==> src/rtl/alu_ctrl_pkg.sv <==
// Shared definitions for the ALU arbiter: controller states and ALU op encodings.
package alu_ctrl_pkg;

  typedef enum logic [1:0] {
    IDLE = 2'b00,
    EXEC = 2'b01,
    DONE = 2'b10
  } state_t;

  localparam logic [1:0] ALU_ADD = 2'b00;
  localparam logic [1:0] ALU_SUB = 2'b01;
  localparam logic [1:0] ALU_AND = 2'b10;
  localparam logic [1:0] ALU_OR  = 2'b11;

endpackage

==> src/rtl/rr_arbiter_2.sv <==
// Two-way round-robin arbiter: one priority pointer, combinational winner.
module rr_arbiter_2 (
  input  logic clk,
  input  logic rst,
  input  logic req0,
  input  logic req1,
  input  logic advance,
  output logic win,
  output logic any
);

  // ptr == 0 gives requester 0 priority on a tie.
  logic ptr;

  always_comb begin
    any = req0 | req1;
    win = (req0 && req1) ? ptr : req1;
  end

  // NOTE: sequential state is written with non-blocking assignments only, so every
  // register samples pre-edge values regardless of block evaluation order.
  always_ff @(posedge clk or posedge rst) begin
    if (rst) begin
      ptr <= 1'b0;
    end else if (advance && any) begin
      ptr <= ~win;
    end
  end

endmodule

==> src/rtl/alu_arbiter.sv <==
// Arbitrates two requesters onto one external ALU: grant, execute, report done.
module alu_arbiter
  import alu_ctrl_pkg::*;
#(
  parameter int N = 32
) (
  input  logic         clk,
  input  logic         rst,
  input  logic         req0,
  input  logic [N-1:0] a0,
  input  logic [N-1:0] b0,
  input  logic [1:0]   func0,
  input  logic         req1,
  input  logic [N-1:0] a1,
  input  logic [N-1:0] b1,
  input  logic [1:0]   func1,
  output logic         gnt0,
  output logic         gnt1,
  output logic [N-1:0] alu_a,
  output logic [N-1:0] alu_b,
  output logic [1:0]   alu_func,
  input  logic [N-1:0] alu_y,
  input  logic [3:0]   alu_flags,
  output logic [N-1:0] y,
  output logic [3:0]   flags,
  output logic         done0,
  output logic         done1,
  output logic         busy
);

  state_t state;
  logic   win;
  logic   any;
  logic   advance;

  // The pointer only moves when a grant is actually issued from IDLE.
  assign advance = (state == IDLE);
  assign busy    = (state != IDLE);

  rr_arbiter_2 u_arb (
    .clk     (clk),
    .rst     (rst),
    .req0    (req0),
    .req1    (req1),
    .advance (advance),
    .win     (win),
    .any     (any)
  );

  always_ff @(posedge clk or posedge rst) begin
    if (rst) begin
      state    <= IDLE;
      gnt0     <= 1'b0;
      gnt1     <= 1'b0;
      done0    <= 1'b0;
      done1    <= 1'b0;
      alu_a    <= '0;
      alu_b    <= '0;
      alu_func <= ALU_ADD;
      y        <= '0;
      flags    <= '0;
    end else begin
      case (state)
        IDLE: begin
          if (any) begin
            alu_a    <= win ? a1 : a0;
            alu_b    <= win ? b1 : b0;
            alu_func <= win ? func1 : func0;
            gnt0     <= ~win;
            gnt1     <= win;
            state    <= EXEC;
          end
        end
        EXEC: begin
          // Operands were frozen at grant; the ALU output reflects them now.
          y     <= alu_y;
          flags <= alu_flags;
          done0 <= gnt0;
          done1 <= gnt1;
          gnt0  <= 1'b0;
          gnt1  <= 1'b0;
          state <= DONE;
        end
        DONE: begin
          done0 <= 1'b0;
          done1 <= 1'b0;
          state <= IDLE;
        end
        default: state <= IDLE;
      endcase
    end
  end

endmodule

==> config.mk <==
export PLATFORM = sky130hd
export DESIGN_NAME = alu_arbiter
export DESIGN_NICKNAME = d
export VERILOG_FILES = /design/src/rtl/alu_ctrl_pkg.sv /design/src/rtl/rr_arbiter_2.sv /design/src/rtl/alu_arbiter.sv
export SDC_FILE = /design/constraint.sdc
export NUM_CORES = 1
export LEC_CHECK = 0
export ABC_AREA = 1
export BUFFER_PORTS_ARGS = -buffer_cell sky130_fd_sc_hd__buf_4
export CAP_MARGIN = 0
export CORE_MARGIN = 5
export CORE_UTILIZATION = 41
export DETAILED_ROUTE_END_ITERATION = 8
export PLACE_DENSITY = 0.87
export SLEW_MARGIN = 20
export SYNTH_ARGS = -nofsm -noshare
export SYNTH_HDL_FRONTEND = slang
export SYNTH_HIERARCHICAL = 1
export SYNTH_SLANG_ARGS = --single-unit
==> constraint.sdc <==
create_clock -name clk -period 2.85 [get_ports clk]
set_input_delay 0.285 -clock clk [delete_from_list [all_inputs] [get_ports clk]]
set_output_delay 0.285 -clock clk [all_outputs]
set_load 0.05 [all_outputs]
Word level (Yosys, flattened, before mapping)

Cells that the tools add are included.

Flip-flop bits (word level): 109
Bits in latches: 0
Memory bits (writable): 0
ROM bits: 0
Output and inout bits: 107
Word-level logic and storage cells: 36
Memories kept: 0

$add $sub $neg: 0
Multipliers: 0
Div/mod/pow operators: 0
Order comparisons: 0
Eq/ne operators: 3
Shift operators: 0
Mux-type cells: 12
Bitwise gates (word level): 2
Reduce and logical (&&, ||, !) cells: 8

Operators with widths:

| kind               | count |
|---|---|
| $mux 32            | 2 |
| $pmux 1 s2         | 4 |
| $reduce_bool 2->1  | 3 |
| $mux 2             | 2 |
| $pmux 2 s2         | 1 |
| $reduce_and 2->1   | 2 |
| $mux 1             | 3 |
| $eq 2x1->1 const B | 1 |
| $eq 2x2->1 const B | 1 |
| $logic_and 1x1->1  | 2 |
| $logic_not 2->1    | 1 |
| $ne 2x2->1 const B | 1 |
| $not 1->1          | 1 |
| $or 1x1->1         | 1 |

Logic depth before layout (Yosys ltp)

Depth after elaboration: 5
Gate-level depth with buffers: 10
Depth with buffers taken out: 7

By module

Netlist, hierarchy kept.

By module, submodules not included:

| module       | instances | cells each | area each (um^2) |
|---|---|---|---|
| alu_arbiter  | 1         | 686        | 5,086.1 |
| rr_arbiter_2 | 1         | 9          | 62.6 |

Worst setup path before layout

No wires, ideal clock.

Path kind: reg-to-reg
Start point: register state[0]
End point: register alu_a[0]
Data arrival time: 1,193 ps
Path slack: 1,539 ps
Stages on the path, launching flop included: 8
Buffers on the path: 2
Cell sequence: dfrtp_1 -> inv_1 -> ha_1 -> nand2_1 -> buf_4 -> buf_2 -> nand2_1 -> nand2_1

Cells in the longest elaborated chain, start to end: 2

RTL lines:

| what                              | RTL line          | text |
|---|---|---|
| start: declaration                | alu_arbiter.sv:31 | `state_t state;` |
| start signal: assignment          | alu_arbiter.sv:52 | `state <= IDLE;` |
| start signal: assignment          | alu_arbiter.sv:71 | `state <= EXEC;` |
| start signal: assignment          | alu_arbiter.sv:82 | `state <= DONE;` |
| $logic_not 2->1                   | alu_arbiter.sv:63 | `case (state)` |
| $reduce_and 2->1 (no source line) | n/a               |  |
| end signal: assignment            | alu_arbiter.sv:66 | `alu_a <= win ? a1 : a0;` |
| end: declaration                  | alu_arbiter.sv:19 | `output logic [N-1:0] alu_a,` |

No other way between the ends.
A chain may end at the register's enable or synchronous reset.

Worst setup path after layout

Start point: register state[1]
End point: register flags[1]

Cells in the longest elaborated chain, start to end: 1

RTL lines:

| what                   | RTL line          | text |
|---|---|---|
| $eq 2x1->1             | alu_arbiter.sv:63 |  |
| end signal: assignment | alu_arbiter.sv:77 | `flags <= alu_flags;` |
| end: declaration       | alu_arbiter.sv:25 | `output logic [3:0] flags,` |

No other way between the ends.

==> impl_metrics.toml <==
[status]
status = "complete, no violations"

[final_layout]
final_common_cell = "nand2_1"
final_layout_size_suffix_gt1_share_pct = 31.7
final_util_pct = 60.8
antenna_cells = 0
final_nets = 1132
finish.instance_area_um2 = 7580
final_cells = 1132
area_growth_pct = 47.2
mostFrequentLayoutCells = "444 x nand2_1, 282 x buf_4, 109 x dfrtp_1"

[clocking]
clock_sinks = 109
cts_made_buffers = 9
postCtsSetupBuffers = 0
cts_resized = 0
insertion_delay_ps = 350
cts-root-buf = "clkbuf_16"
clk_pin_slew_worst_paths_ps = 70
cts_tree = "built"
cts_htree_levels = 3
cts_max_path_buffers = 2

[yosys]
syn_area_per_cell_um2 = 7.41
netlist_area_um2 = 5150
mappedNetlistNets = 872
yosys_warnings = 6
synthCells = 695
synth_seq_area_share_pct = 53.0
ys_types = 15
synth-seq-cells = 109

[timing]
skew_ps = 8.06
rsz0062_at_grt = "no"
hold_violations = 0
drv_slew = 0
relSlewSlack_pct = 52.4
clock.fmax_ghz = 0.575
whs_ps = 142
finalCriticalPeriod_ps = 1740
fin_crit_sh_pct = 61.0
setup_viol_count_final = 0
tns_ps = 0
tightest_slew_ps = 714

[min_path]
worstHoldPathType = "input pin to flop"
hp-start = "alu_y[0]"

[grt]
grt_use_total_pct = 20.1
grt_pass1_vias = 4866
grt_max_degree = 109
grt_pass1_wl_um = 23700
grt_antenna_before_repair = 0
overflow = 0

[critical_path]
path_class = "flop to flop"
path_cells = "inv_1, ha_2, buf_4, o21ai_0"
end_kind = "flop"
critPathArrivalTime_ps = 1950
worst-path-max-fanout = 43
reg2reg_slack_ps = 1110
critPathRequiredTime_ps = 3060
critPathLaunchType = "flop"
slowest_stage = "ha_2"
cpPeakStageDelay_ps = 640
reg2reg_from = "state[1]"
cp-startpoint = "state[1]"

[placement]
dp_cells = 1115
gp_congestion = 0.790
post-dp-hpwl_um = 11300
io_buffers = 278
dpl_cell_area_um2 = 7310

[detailed_routing]
drc = 0
totalWireLength_um = 15200
drt-pass1-iter-count = 7
avgViaCountPerCell = 4.48
wl_per_cell_um = 13.5
final_antenna_net_count = 0
drt_iter0_drc = 331
vias = 5066

[floorplan]
initial_utilization_pct = 41.3
io_pins = 279
die_h_um = 122
dieArea_um2 = 14900
dieWidth_um = 122
placementRows = 41
core_area_um2 = 12500

[flow_run]
maxCapViolCount = 0

[pwr]
powerDensity_nw_per_um2 = 1270
leakagePower_uw = 0.00443
ir_worst_vdd_mv = 0.625
## cell type report
class                   count  area [um^2]
repair buffers            286         2190
fillers                  1120         4880
clock buffers              12          236
multi-input cells         499         2000
clock inverters             4         25.0
well taps                 172          215
flip-flops and latches    109         2730
inverters                  50          191
## worst paths after layout
check                             to  depth (start not counted)
min in group asynchronous  u_arb/ptr                          3
max reg2reg                 flags[1]                          4
min reg2reg                 alu_a[3]                          2
min                             y[0]                          3
max in group asynchronous      y[28]                          4
max                         flags[1]                          4
## power by group
part           switching (uW)  internal, uW  total, uW
clock network             533           591       1120
logic                    4180          1650       5830
registers                 412          2300       2710
total                    5130          4530       9660
## what timing repair did
item,4_1_cts,5_1_grt
endpoints found under the hold margin,1,0
endpoints found under the setup margin,0,0
hold buffers,1,0
## cell usage after synthesis
library cell	count	area, um^2
nand2_1	445	1670
dfrtp_1	109	2730
inv_1	48	180
o21ai_0	40	200
buf_2	18	90.1
buf_6	11	124
clkbuf_1	6	22.5
ha_1	5	62.6
nand3_1	5	25.0
buf_4	2	15.0
inv_2	2	7.51
a21boi_1	1	7.51
nand4_1	1	6.26
nor2_1	1	3.75
or2_1	1	6.26
## cell families after synthesis
family	count (synthesis)	share of synthesized area, %
AO/OA/AOI/OAI	41	4.03
adder cells (fa/ha/maj)	5	1.22
buffers and inverters	87	8.53
flip-flops	109	53.0
AND/OR/NAND/NOR	453	33.2
## flip-flops by register name, indices dropped and copies added (netlist names), 2 cells and up
register and flops:
alu_a 32, flags 4, state 2, y 32, alu_b 32, alu_func 2
## per-layer routing
layer / up-vias / part of all wire [%] / track usage, %
li1: 2581 / - / -
met1: 2278 / 38 / 23.9
met2: 180 / 52 / 34.9
met3: 27 / 7.8 / 5.71
met4: 0 / 2.3 / 6.72
met5: - / 0 / 0
## through the flow
stage,power [uW],worst slack [ps]
finish,9660,1110
global route,10300,954
CTS,9770,1110
detailed placement,8600,1140
global placement,8460,1200
floorplan,6770,1260
## critical path, delay by kind of cell, from the launching register on
family,cells,cell delay [ps]
compound gates,1,120
flops,1,380
buf+inv,2,440
fa+ha+maj,1,640
(Power assumes the default switching activity.)
